File: config.mk
export PLATFORM = sky130hd
export DESIGN_NAME = vector_magnitude_seq
export DESIGN_NICKNAME = d
export VERILOG_FILES = /design/src/rtl/vector_magnitude_seq.sv
export SDC_FILE = /design/constraint.sdc
export NUM_CORES = 1
export LEC_CHECK = 0
export ABC_AREA = 1
export BUFFER_PORTS_ARGS = -buffer_cell sky130_fd_sc_hd__clkbuf_2
export CORE_ASPECT_RATIO = 2
export CORE_UTILIZATION = 35
export CTS_CLUSTER_DIAMETER = 200
export DETAILED_ROUTE_END_ITERATION = 12
export MAX_ROUTING_LAYER = met4
export PLACE_DENSITY = 0.54
export SYNTH_ARGS = -nofsm -noshare
export SYNTH_HDL_FRONTEND = slang
export SYNTH_SLANG_ARGS = --single-unit
export TNS_END_PERCENT = 30
File: constraint.sdc
create_clock -name clk -period 8.98 [get_ports clk]
set_input_delay 1.796 -clock clk [delete_from_list [all_inputs] [get_ports clk]]
set_output_delay 1.796 -clock clk [all_outputs]
set_load 0.03 [all_outputs]
File: src/rtl/vector_magnitude_seq.sv
// Purpose : sequential magnitude unit over N = x*x + y*y. Each transaction returns
//           floor(sqrt(N)), round(sqrt(N)) or ceil(log2(N)), plus an exactness flag.
// Latency : out_valid rises W+2 edges after the accepting edge. Accepts are at least W+4 cycles apart.
// Backpr. : the result holds in DONE while out_ready=0, and in_ready stays 0 until it is consumed.
// Ports   : clk/rst (async, active-high); in_valid/in_ready/in_x/in_y/in_mode;
//           out_valid/out_ready/out_mag[W:0]/out_exact.
module vector_magnitude_seq #(
    parameter int W = 8
) (
    input  logic         clk,
    input  logic         rst,
    input  logic         in_valid,
    output logic         in_ready,
    input  logic [W-1:0] in_x,
    input  logic [W-1:0] in_y,
    input  logic [1:0]   in_mode,
    output logic         out_valid,
    input  logic         out_ready,
    output logic [W:0]   out_mag,
    output logic         out_exact
);
    localparam int NW = 2 * W + 2;       // radicand width, always even
    localparam int RW = W + 4;           // remainder working width
    localparam int CW = $clog2(W + 2);   // iteration counter width

    typedef enum logic [1:0] {IDLE, SQ, ROOT, DONE} state_t;

    state_t         state_q, state_d;
    logic [W-1:0]   x_q, x_d, y_q, y_d;
    logic [1:0]     mode_q, mode_d;
    logic [NW-1:0]  n_q, n_d;            // full radicand, kept for the log2 path
    logic [NW-1:0]  n_sh_q, n_sh_d;      // radicand shifted left 2 bits per iteration
    logic [W:0]     root_q, root_d;
    logic [RW-1:0]  rem_q, rem_d;
    logic [CW-1:0]  cnt_q, cnt_d;
    logic           out_valid_q, out_valid_d;
    logic [W:0]     out_mag_q, out_mag_d;
    logic           out_exact_q, out_exact_d;
    logic           in_ready_q, in_ready_d;

    // Single restoring iteration
    logic [NW-1:0]  xx, yy, sq_sum;
    logic [RW-1:0]  rem_sh, trial, rem_it;
    logic [W:0]     root_it, round_mag;
    logic [NW-1:0]  n_m1;
    logic [W:0]     lg;
    logic           pow2;

    always_comb begin
        xx     = {{(W + 2){1'b0}}, x_q};
        yy     = {{(W + 2){1'b0}}, y_q};
        sq_sum = xx * xx + yy * yy;

        // Bring down the next bit pair and test it against (4*root + 1).
        rem_sh = {rem_q[RW-3:0], n_sh_q[NW-1 -: 2]};
        trial  = {1'b0, root_q, 2'b01};
        if (rem_sh >= trial) begin
            rem_it  = rem_sh - trial;
            root_it = {root_q[W-1:0], 1'b1};
        end else begin
            rem_it  = rem_sh;
            root_it = {root_q[W-1:0], 1'b0};
        end

        // The remainder is past the midpoint (r + 0.5)^2 exactly when rem > r.
        // The integer compare is exact because r^2 + r + 0.25 is never an integer.
        round_mag = ({3'b000, root_it} < rem_it) ? root_it + 1'b1 : root_it;

        // ceil(log2(N)) is one more than the index of the highest set bit of N-1.
        // The N<=1 guard also covers the N-1 underflow at N=0.
        n_m1 = n_q - 1'b1;
        lg   = '0;
        for (int i = 0; i < NW; i++) begin
            if (n_m1[i]) lg = (W + 1)'(i + 1);
        end
        if (n_q <= NW'(1)) lg = '0;
        pow2 = ((n_q & n_m1) == '0);
    end

    always_comb begin
        state_d     = state_q;
        x_d         = x_q;
        y_d         = y_q;
        mode_d      = mode_q;
        n_d         = n_q;
        n_sh_d      = n_sh_q;
        root_d      = root_q;
        rem_d       = rem_q;
        cnt_d       = cnt_q;
        out_valid_d = out_valid_q;
        out_mag_d   = out_mag_q;
        out_exact_d = out_exact_q;

        case (state_q)
            IDLE: begin
                if (in_valid && in_ready_q) begin
                    x_d     = in_x;
                    y_d     = in_y;
                    mode_d  = (in_mode == 2'b11) ? 2'b00 : in_mode;
                    state_d = SQ;
                end
            end
            SQ: begin
                n_d     = sq_sum;
                n_sh_d  = sq_sum;
                root_d  = '0;
                rem_d   = '0;
                cnt_d   = '0;
                state_d = ROOT;
            end
            ROOT: begin
                root_d = root_it;
                rem_d  = rem_it;
                n_sh_d = n_sh_q << 2;
                cnt_d  = cnt_q + 1'b1;
                if (cnt_q == CW'(W)) begin
                    state_d     = DONE;
                    out_valid_d = 1'b1;
                    case (mode_q)
                        2'b01:   begin out_mag_d = round_mag; out_exact_d = (rem_it == '0); end
                        2'b10:   begin out_mag_d = lg;        out_exact_d = pow2;           end
                        default: begin out_mag_d = root_it;   out_exact_d = (rem_it == '0); end
                    endcase
                end
            end
            DONE: begin
                if (out_ready) begin
                    out_valid_d = 1'b0;
                    state_d     = IDLE;
                end
            end
            default: state_d = IDLE;
        endcase

        in_ready_d = (state_d == IDLE);
    end

    always_ff @(posedge clk or posedge rst) begin
        if (rst) begin
            state_q     <= IDLE;
            x_q         <= '0;
            y_q         <= '0;
            mode_q      <= '0;
            n_q         <= '0;
            n_sh_q      <= '0;
            root_q      <= '0;
            rem_q       <= '0;
            cnt_q       <= '0;
            out_valid_q <= 1'b0;
            out_mag_q   <= '0;
            out_exact_q <= 1'b0;
            in_ready_q  <= 1'b0;
        end else begin
            state_q     <= state_d;
            x_q         <= x_d;
            y_q         <= y_d;
            mode_q      <= mode_d;
            n_q         <= n_d;
            n_sh_q      <= n_sh_d;
            root_q      <= root_d;
            rem_q       <= rem_d;
            cnt_q       <= cnt_d;
            out_valid_q <= out_valid_d;
            out_mag_q   <= out_mag_d;
            out_exact_q <= out_exact_d;
            in_ready_q  <= in_ready_d;
        end
    end

    assign in_ready  = in_ready_q;
    assign out_valid = out_valid_q;
    assign out_mag   = out_mag_q;
    assign out_exact = out_exact_q;
endmodule

==> results of run 1 <==
-- state kept, by name, indices dropped and copies added, names as in the netlist --
| name | cells |
|---|---|
| n_sh_q | 18 |
| root_q | 9 |
| rem_q | 10 |
| out_valid | 1 |
| x_q | 8 |
| state_q | 2 |
| in_ready | 1 |
| n_q | 17 |
| y_q | 8 |
| cnt_q | 4 |
| out_exact | 1 |
| out_mag | 9 |
| mode_q | 2 |
-- final timing paths --
path / start / slack (ns) / endpoint
max: x_q[6] / 3.24 / n_q[14]
min: out_mag[4] / 0.48 / out_mag[4]
max reg2reg: x_q[6] / 3.24 / n_q[14]
min reg2reg: out_mag[4] / 0.48 / out_mag[4]
max in group asynchronous: rst / 6.32 / x_q[4]
min in group asynchronous: rst / 1.36 / state_q[0]
-- through the flow --
stage	instance area, um^2	std cells
floorplan	8950	1139
global placement	9400	1475
detailed placement	9400	1475
CTS	9680	1491
global route	9680	1491
finish	9680	1491
-- synthesized netlist by cell type (2+ instances only) --
master / count
a21boi_0: 3
a21oi_1: 38
a31oi_1: 2
buf_6: 3
clkbuf_1: 32
clkinv_1: 2
dfrtp_1: 90
fa_1: 76
ha_1: 104
inv_1: 231
inv_2: 3
nand2_1: 275
nand2_2: 5
nand3_1: 54
nand3_2: 3
nand4_1: 12
nor2_1: 65
nor3_1: 6
nor3_2: 2
nor4_1: 4
o211ai_1: 2
o21ai_0: 53
o21ai_1: 3
o21ai_2: 2
o21bai_1: 2
o221ai_1: 13
o22ai_1: 18
o31ai_1: 2
or2_2: 2
xnor2_1: 16
xor2_1: 8
-- kinds of logic (layout without fill, tap and decap cells) --
| family | count (synthesis) | after routing | synth area share |
|---|---|---|---|
| AND/OR/NAND/NOR | 433 | 433 | 0.202 |
| buffers and inverters | 272 | 288 | 0.117 |
| AO/OA/AOI/OAI | 140 | 140 | 0.0906 |
| adder cells (fa/ha/maj) | 180 | 180 | 0.315 |
| XOR/XNOR | 24 | 24 | 0.0235 |
| flip-flops | 90 | 90 | 0.252 |
-- critical path: stages (launching register included) --
cell      delay [ns]
dfrtp_1         0.54
nand2_1         0.18
fa_1            0.55
inv_1           0.05
fa_1            0.53
inv_1           0.05
fa_1            0.42
fa_1            0.52
inv_1           0.05
fa_1            0.47
inv_1           0.05
fa_1            0.53
inv_1           0.04
ha_1            0.36
nand2_1         0.07
o21a_1          0.22
o21ai_0         0.26
a21boi_0        0.18
o21ai_0         0.22
xor2_1          0.19
o21ai_0         0.09
-- area by class of cell --
cell class	count	area, um^2
Tap cell	336	420
Fill cell	2731	15400
Clock buffer	11	243
Multi-Input combinational cell	777	5650
Timing Repair Buffer	36	188
Clock inverter	5	36.3
Inverter	236	888
Sequential cell	90	2250
-- per-layer routing --
| layer | vias up | global-route usage |
|---|---|---|
| li1 | 3586 | - |
| met1 | 3474 | 0.180 |
| met2 | 98 | 0.407 |
| met3 | 60 | 0.0205 |
| met4 | 0 | 0.111 |
| met5 | - | - |
==> impl_summary.md, run 1 <==
Hold path
The worst hold path belongs to the class flip-flop to flip-flop. The worst hold path passes through 2 cells.

Logic synthesis
The Yosys step of the flow raised 0 warnings. Synthesis instantiated 39 different standard cells from the library. The cell area that synthesis handed to floorplanning was 8950 um^2.

The cell accounting for the most synthesized area is dfrtp_1. The synthesized design contains 0 enable-type register cells. Counting flops with an async set or reset pin after synthesis yields a share of 1.00. The prevailing post-synth register cell is dfrtp_1. Synthesis produced 1139 cells. The synthesized area per cell is 7.86 um^2.

The post-synthesis net count is 1341. The sequential element share of the synthesized area is 0.252. Synthesis inferred 90 register bits.

By area the synthesized netlist is led by dfrtp_1, fa_1, ha_1. The area share of the leading cell type in the synthesized netlist is 0.252.

Global route
Entering global routing, the biggest net connects 72 pins. The wire length of the first global-routing pass is 39000 um. The overall fraction of global-route tracks in use is 0.205.

The via count of the first global-routing pass is 7704. The initial antenna violation count is 0. Global routing finished with a remaining overflow of 0.

STA
Setup violations remaining at the end of the flow were counted as 0. The final hold slack is 0.482 ns. The final number of hold-violating endpoints came to 0. The slew of the pin with the lowest slew margin is 1.02 ns. Subtracting the final worst setup slack from the clock period gives 5.74 ns. The max-slew violation total from the final report was 0. The setup TNS after final layout is 0 ns. In this run the tightest slew margin relative to its limit is 0.323. The worst path meets setup with 3.24 ns of slack. The final clock skew is 0.0111 ns. The achievable frequency is 174 MHz. Setup repair after global routing left no endpoint under its margin. Dividing the final minimum period by the clock period gives 0.639.

Route
Detailed routing placed a total of 324 um of wire on met3. The wire length on met2 is 14500 um. The via-per-instance ratio is 4.84.

The antenna violation net count after detailed routing is 0. The first-pass iteration count of the detailed router is 5. The routed design has 24000 um of wire. For this block, the initial DRC count from the detailed router was 335. In the routed design, unresolved DRC markers number 0. After detailed routing, the average wire length per cell comes to 16.1 um.

After detailed routing, no signal wire sits above met4. Summing over every cut layer, the via total after detailed routing is 7218. The sum of routed wire segments on met1 is 7970 um.

Worst setup path
The required time of the critical path is 9.19 ns. The category of the critical setup timing path is flip-flop to flip-flop. STA classifies the critical path startpoint as a flip-flop. Measured in cells, the most critical reg-to-reg path has a length of 20. In this run the worst path has a maximum fanout of 9. At the worst endpoint, the arrival time is 5.95 ns. The endpoint kind of the worst setup timing path is a flip-flop.

Layout
The ratio of cells with drive above 1 in the final layout is 0.0615. The top cell types in the final layout, fill and taps aside, are nand2_1, inv_1, ha_1. The end-of-flow core utilization is 0.387. The number of antenna cells inserted is 0. The area growth from synthesis to layout is 8.18%. The most common cell after layout, fill and taps aside is nand2_1. The count of nets after finishing is 1352.

Die
The count of boundary I/O pins is 34. The floorplan step set the die height to 228 um. The die width is 115 um. The floorplan has 82 rows. The floorplan step defined a core boundary enclosing 25000 um^2.

The die outline area is 26200 um^2. For this configuration, the core starts out at a cell density of 0.357.

Clocking
The post-cts sizing count is 0. The clock tree from TritonCTS is yes. The buffers inserted during post-CTS setup optimization is 0.

Clock tree synthesis inserted a total of 9 buffers. Buffers inserted to repair hold after CTS numbered 0. Counting every sink on the clock net gives 90. The H-tree was split into 3 levels. The deepest clock path buffer count is 2. The later pin in the worst-skew pair is clocked with a latency of 0.37 ns. The clock tree root buffer cell is clkbuf_16. Clock-pin slew was measured on the worst setup and hold paths at 0.07 ns.

Flow run
The reported max-cap violation count is 0.

Run status
The run finished with clean final reports.

Place
The congestion estimate from routability-driven global placement came to 0.882. The worst slack at placement is 3.20 ns. Input and output buffers added on the ports amount to 33. The half-perimeter wire length after detailed placement is 19800 um.
Power of run 1 is left out: the tool's default activity adds up to more than one toggle a clock period on the data nets, which glitch-free logic cannot reach.
==> inputs of run 2 (changes only) <==
Settings changed: PLACE_DENSITY 0.54 to 0.56.
Clock period 8.98 ns to 5 ns, I/O delays scaled along.
==> impl_summary.md, run 2 (synthesis gave the netlist of run 1 again) <==
Global route
The initial antenna violation count is 0. The wire length of the first global-routing pass is 39300 um. Global routing finished with a remaining overflow of 0. The overall fraction of global-route tracks in use is 0.204. The largest net degree at the start of global routing is 48. The via count of the first global-routing pass came to 8177.

Worst setup path
The launch point of the worst reg-to-reg path is x_q[0]. The beginning of the critical path is x_q[0]. Of all nets on the critical path, the largest fanout is 4.

The depth of the critical timing path with buffers and inverters included is 21. The worst setup path is of the flip-flop to flip-flop kind. The kind of cell with the highest combined delay on the critical path is adder cells.

The kind of start point of the critical path is a flip-flop. For flop-to-flop paths, the worst setup slack is -0.11 ns. The count of buffer and inverter cells on the critical path is 8.

For the worst setup path, the data required time is 5.21 ns. The arrival time at the worst endpoint is 5.32 ns. The signal on the critical path passes through nand2_4, fa_1, inv_2, fa_1, inv_2, fa_2, fa_1, inv_2, fa_1, inv_1, fa_1, inv_2, ha_4, nand2_2, o21a_4, o21ai_4, buf_4, buf_6, buf_4, xnor2_2, o221ai_1.

Measured in cells, the most critical reg-to-reg path has a length of 21. The endpoint kind of the worst setup timing path is a flip-flop. The most common cell type on the critical path is fa_1. The endpoint of the worst setup timing path is n_sh_q[10]. The endpoint identified for the worst register-to-register timing path is n_sh_q[10]. The largest single stage delay on the critical path is 0.55 ns. Among all stages on the critical path, the largest delay is contributed by fa_1.

Clocking
The number of clock buffers inserted by TritonCTS is 9. The deepest clock path buffer count is 2. The tree is rooted in a clkbuf_16. The TritonCTS sink count is 90. The hold buffer count at CTS is 0. The CTS clock-pin slew for the worst setup and hold paths is 0.07 ns. The H-tree was split into 3 levels. The clock tree from TritonCTS is yes. The clock latency on the worst-skew pair is 0.35 ns.

STA
The achievable frequency is 196 MHz. After layout, the worst setup slack is -0.112 ns. The final number of hold-violating endpoints came to 0. Setup repair after global routing could not meet its margin everywhere. The normalized max-slew margin is 0.486. The final number of setup-violating endpoints is 8.

The max-slew violation total from the final report came to 0. Of the available clock period, the critical path in the final layout requires 1.02. The setup TNS after final layout is -0.569 ns. The slew of the pin with the lowest slew margin is 0.770 ns. Clock skew on the completed layout was measured at 0.00745 ns. The worst path in the final design needs a cycle of 5.11 ns, including I/O delays and setup.

Route
The overall routed net length is 24400 um. The routed layout has 7541 vias. The number of DRC markers after the initial detailed-route iteration is 309. The via-per-instance ratio is 4.82. The first-pass iteration count of the detailed router is 5. The count of nets left with antenna violations once routing finished came out at 0. The remaining design rule violation count is 0. The average wire per cell in the routed design is 15.6 um.

Layout
The register with the most flip-flops in the layout has 18 of them. The largest registers in the layout are n_sh_q: 18 flops, n_q: 17 flops, rem_q: 10 flops. The count of nets after finishing is 1427. The number of antenna diodes in the final layout is 0.

More flip-flops sit in one register than any other, and that register is n_sh_q. In the final layout, the share of cells above drive strength 1 is 0.184. In the layout the commonest cells are nand2_1, inv_1, ha_1.

The library cell used most frequently in the layout, excluding fill and tap cells, is nand2_1. The area growth from synthesis to layout is 18.4%. Fill cells in the final layout number 2662.

Place
The half-perimeter wire length after detailed placement is 20300 um. At the end of routability-driven placement, the weighted congestion stood at 0.928. The count of buffers added on input and output ports is 33.

Run status
The final reports fail on setup timing. The flow ran to the end, but the final reports show violations.

Die
34 I/O pins were placed. The die height is 228 um. The die outline area is 26200 um^2. The core outline area is 25000 um^2. The floorplan row count is 82. The starting utilization of the core area is 0.357.

The die width is 115 um.

Hold path
In this run the worst hold path is classified as flip-flop to flip-flop.

Flow run
The reported max-cap violation count is 0.
==> run 2: cell count changes in the layout (fill, tap and decap cells not counted), moves of 9 or more <==
cell     before  now
a21oi_1      38   29
buf_4         3   75
dfrtp_1      90   79
dfrtp_2       0   11
fa_1         76   67
fa_2          0    9
inv_1       230  218
inv_2         3   15
nand2_1     275  262
nand2_2       5   16
==> run 2: final cells by class <==
type                       instances  area (um^2)  area share
clock buffer                      10          239      0.0225
clock inverter                     6         50.0     0.00472
inverter                         236          888      0.0838
multi-input combinational        777         5970       0.564
sequential                        90         2270       0.214
tap                              336          420      0.0397
timing repair buffer             111          762      0.0719
==> run 2: per-layer routing <==
metal	part of all wire	vias up	track usage
met2	0.61	111	0.405
met5	0	-	-
met3	0.015	56	0.0226
met1	0.33	3636	0.174
met4	0.047	0	0.119
li1	-	3738	-
==> run 2: worst min path at each step <==
stage / from / end / slack [ns] / depth (start not counted)
global route: out_mag[8] / out_mag[8] / 0.51 / 2
floorplan: n_sh_q[10] / n_sh_q[10] / 0.46 / 2
detailed placement: out_mag[7] / out_mag[7] / 0.47 / 2
finish: out_mag[8] / out_mag[8] / 0.48 / 2
CTS: out_mag[7] / out_mag[7] / 0.49 / 2
global placement: out_mag[8] / out_mag[8] / 0.46 / 2
==> run 2: timing repair <==
item | 4_1_cts | 5_1_grt
setup buffers | 9 | 7
resized for setup | 28 | 38
setup endpoints to repair | 20 | 20
endpoints found under the hold margin | 0 | 0
pin swaps | 25 | 25
==> run 2: metrics by stage <==
step	utilization	hold slack [ns]	area, um^2	std cells	setup slack (ns)
6_report	0.423	0.480	10600	1566	-0.112
5_1_grt	0.423	0.512	10600	1566	-0.292
4_1_cts	0.415	0.487	10400	1559	-0.0997
3_5_place_dp	0.398	0.467	9950	1534	-0.347
3_3_place_gp	0.398	0.462	9950	1534	-0.250
2_1_floorplan	-	0.460	9120	1139	0.00181
==> run 2: worst min-delay path: stages (launching register included) <==
cell and delay [ns]:
dfrtp_1 0.35, nand2_1 0.05, nand2_1 0.05
Power of run 2 is left out for the same reason.
==> inputs of run 3 (changes only) <==
Settings changed: GPL_TIMING_DRIVEN set to 0.
==> impl_summary.md, run 3 (synthesis gave the netlist of run 1 again) <==
Run status
The run finished, with violations left. The checks that failed: DRC, setup timing.

Layout
The most common cell after layout, fill and taps aside is nand2_1. The library cells used most frequently in the layout, excluding fill and tap cells, are nand2_1, inv_1, ha_1. Of the cells placed in the final design, the portion with a size suffix greater than 1 is 0.174. The count of nets after finishing is 1426.

The non-filler instance count after layout is 1565. The number of antenna cells inserted is 0. The end-of-flow core utilization is 0.430. Counting flops per register, the top entry is n_sh_q. The layout has 2623 filler cells. The largest registers in the layout are n_sh_q: 18 flops, n_q: 17 flops, rem_q: 10 flops.

The area growth from synthesis to layout is 20.4%. The number of flip-flops in the largest register is 18.

Worst setup path
The worst-case register-to-register setup slack is -0.24 ns. The number of cell instances on the worst register-to-register path is 19. STA classifies the critical path startpoint as a flip-flop. By startpoint and endpoint, the worst setup path is classified as flip-flop to flip-flop. The endpoint kind of the worst setup timing path is a flip-flop.

The largest fanout of any net on the critical path is 7. The launch point of the worst reg-to-reg path is y_q[0]. The worst register-to-register path ends at n_sh_q[14]. The arrival time at the worst endpoint is 5.48 ns. At the worst endpoint, the required time is 5.24 ns.

STA
The final cycle utilization of the critical path is 1.05. Setup repair after global routing could not meet its margin everywhere. The max-slew violation total from the final report is 0. Static timing analysis puts the maximum clock frequency at 191 MHz. After layout, the worst setup slack is -0.243 ns. The final number of hold-violating endpoints is 0.

Measured against its own limit, the worst slew margin works out to 0.436. The post-layout minimum cycle time is 5.24 ns. Setup violations remaining at the end of the flow were counted as 12. The clock arrives with 0.0158 ns of skew. At the pin with the least slew margin, the transition time is 0.843 ns.

Global route
The via count of the first global-routing pass is 7965. Entering global routing, the biggest net connects 60 pins. Across every metal layer, demand over resource in global routing totals 0.210. The initial antenna violation count is 0.

The first global-routing pass estimated 40000 um of wire. The total overflow left after global routing is 0.

Clocking
The clock latency on the worst-skew pair is 0.36 ns. Clock tree synthesis found a total of 90 sinks. CTS placed an instance of clkbuf_16 at the clock tree root. The number of clock buffers added by TritonCTS is 9. TritonCTS built the clock tree. The clock passes through at most 2 buffers.

The CTS clock-pin slew for the worst setup and hold paths is 0.07 ns. The clock tree synthesis step divided the H-tree into 3 levels.

Place
Buffers placed on the I/O ports in this run total 33. The cell total after placement is 1509. At the end of routability-driven placement, the weighted congestion stood at 0.885.

After legalization and detailed placement, the total HPWL measured 20800 um.

Route
The remaining design rule violation count is 6. After the first detailed-routing iteration, the DRC count stood at 307. The antenna violation net count after detailed routing is 0. The first-pass iteration count of the detailed router is 11.

After detailed routing, the number of vias per cell comes to 4.87. The routed layout has 7629 vias. The overall routed net length is 25400 um. In the final routed layout, each cell accounts on average for 16.2 um.

Die
The floorplan has 82 rows. The floorplan step defined a die boundary enclosing 26200 um^2. In this run the count of I/O pins placed on the die edge is 34. The die is 228 um tall. The core outline area is 25000 um^2.

For this configuration, the core starts out at a cell density of 0.357. The floorplan step set the die width to 115 um.

Hold path
The worst hold path depth is 2. The end point of the most critical hold path is out_mag[6]. The worst hold path begins at out_mag[6]. The path type of the worst min-delay path is flip-flop to flip-flop.

Flow run
Across the run, the number of max-cap violations was 0.
## run 3: final cells by class
cell class,instances,area (um^2),area share
clock inverters,7,90.1,0.00836
clock buffers,9,225,0.0209
multi-input cells,777,6070,0.564
flip-flops and latches,90,2250,0.209
plain buffers,35,302,0.0280
well taps,336,420,0.0390
repair buffers,75,522,0.0484
inverters,236,888,0.0825
## run 3: critical path: stages (launching register included)
cell,delay (ns)
dfrtp_1,0.39
clkbuf_8,0.16
nand2_1,0.07
inv_1,0.08
fa_1,0.50
fa_1,0.54
fa_1,0.45
fa_1,0.50
fa_1,0.49
inv_1,0.05
fa_1,0.49
inv_2,0.05
ha_4,0.28
nand2_2,0.05
o21a_4,0.23
o21ai_4,0.14
a21boi_2,0.09
o21ai_1,0.16
xor2_1,0.30
o21bai_1,0.10
## run 3: per-stage QoR
stage | setup TNS [ns] | worst slack [ns] | instance area [um^2] | hold WS [ns]
2_1_floorplan | 0 | 0.00181 | 9120 | 0.460
3_3_place_gp | -5.13 | -0.508 | 9710 | 0.466
3_5_place_dp | -5.90 | -0.534 | 9740 | 0.471
4_1_cts | -1.73 | -0.267 | 10500 | 0.492
5_1_grt | -3.95 | -0.430 | 10800 | 0.513
6_report | -1.37 | -0.243 | 10800 | 0.483
## run 3: what timing repair did
| action | CTS | global route |
|---|---|---|
| hold buffers | 0 | 0 |
| setup endpoints to repair | 20 | 20 |
| cloned | 0 | 1 |
| pin swaps | 24 | 23 |
| buffers inserted | 24 | 17 |
| resized for setup | 61 | 45 |
## run 3: routing by layer
layer	share of wire	global-route usage
met2	0.60	0.420
met4	0.063	0.125
met1	0.32	0.179
met5	0	-
met3	0.015	0.0197
## run 3: how the worst max path moves through the flow
stage            from    endpoint  slack, ns  depth (start not counted)
2_1_floorplan  y_q[4]  n_sh_q[16]      0.002                         19
3_3_place_gp   y_q[5]  n_sh_q[13]      -0.51                         18
3_5_place_dp   y_q[5]  n_sh_q[13]      -0.53                         18
4_1_cts        x_q[1]  n_sh_q[14]      -0.27                         20
5_1_grt        x_q[1]     n_q[14]      -0.43                         20
6_report       y_q[0]  n_sh_q[14]      -0.24                         19
Power of run 3 is left out for the same reason.
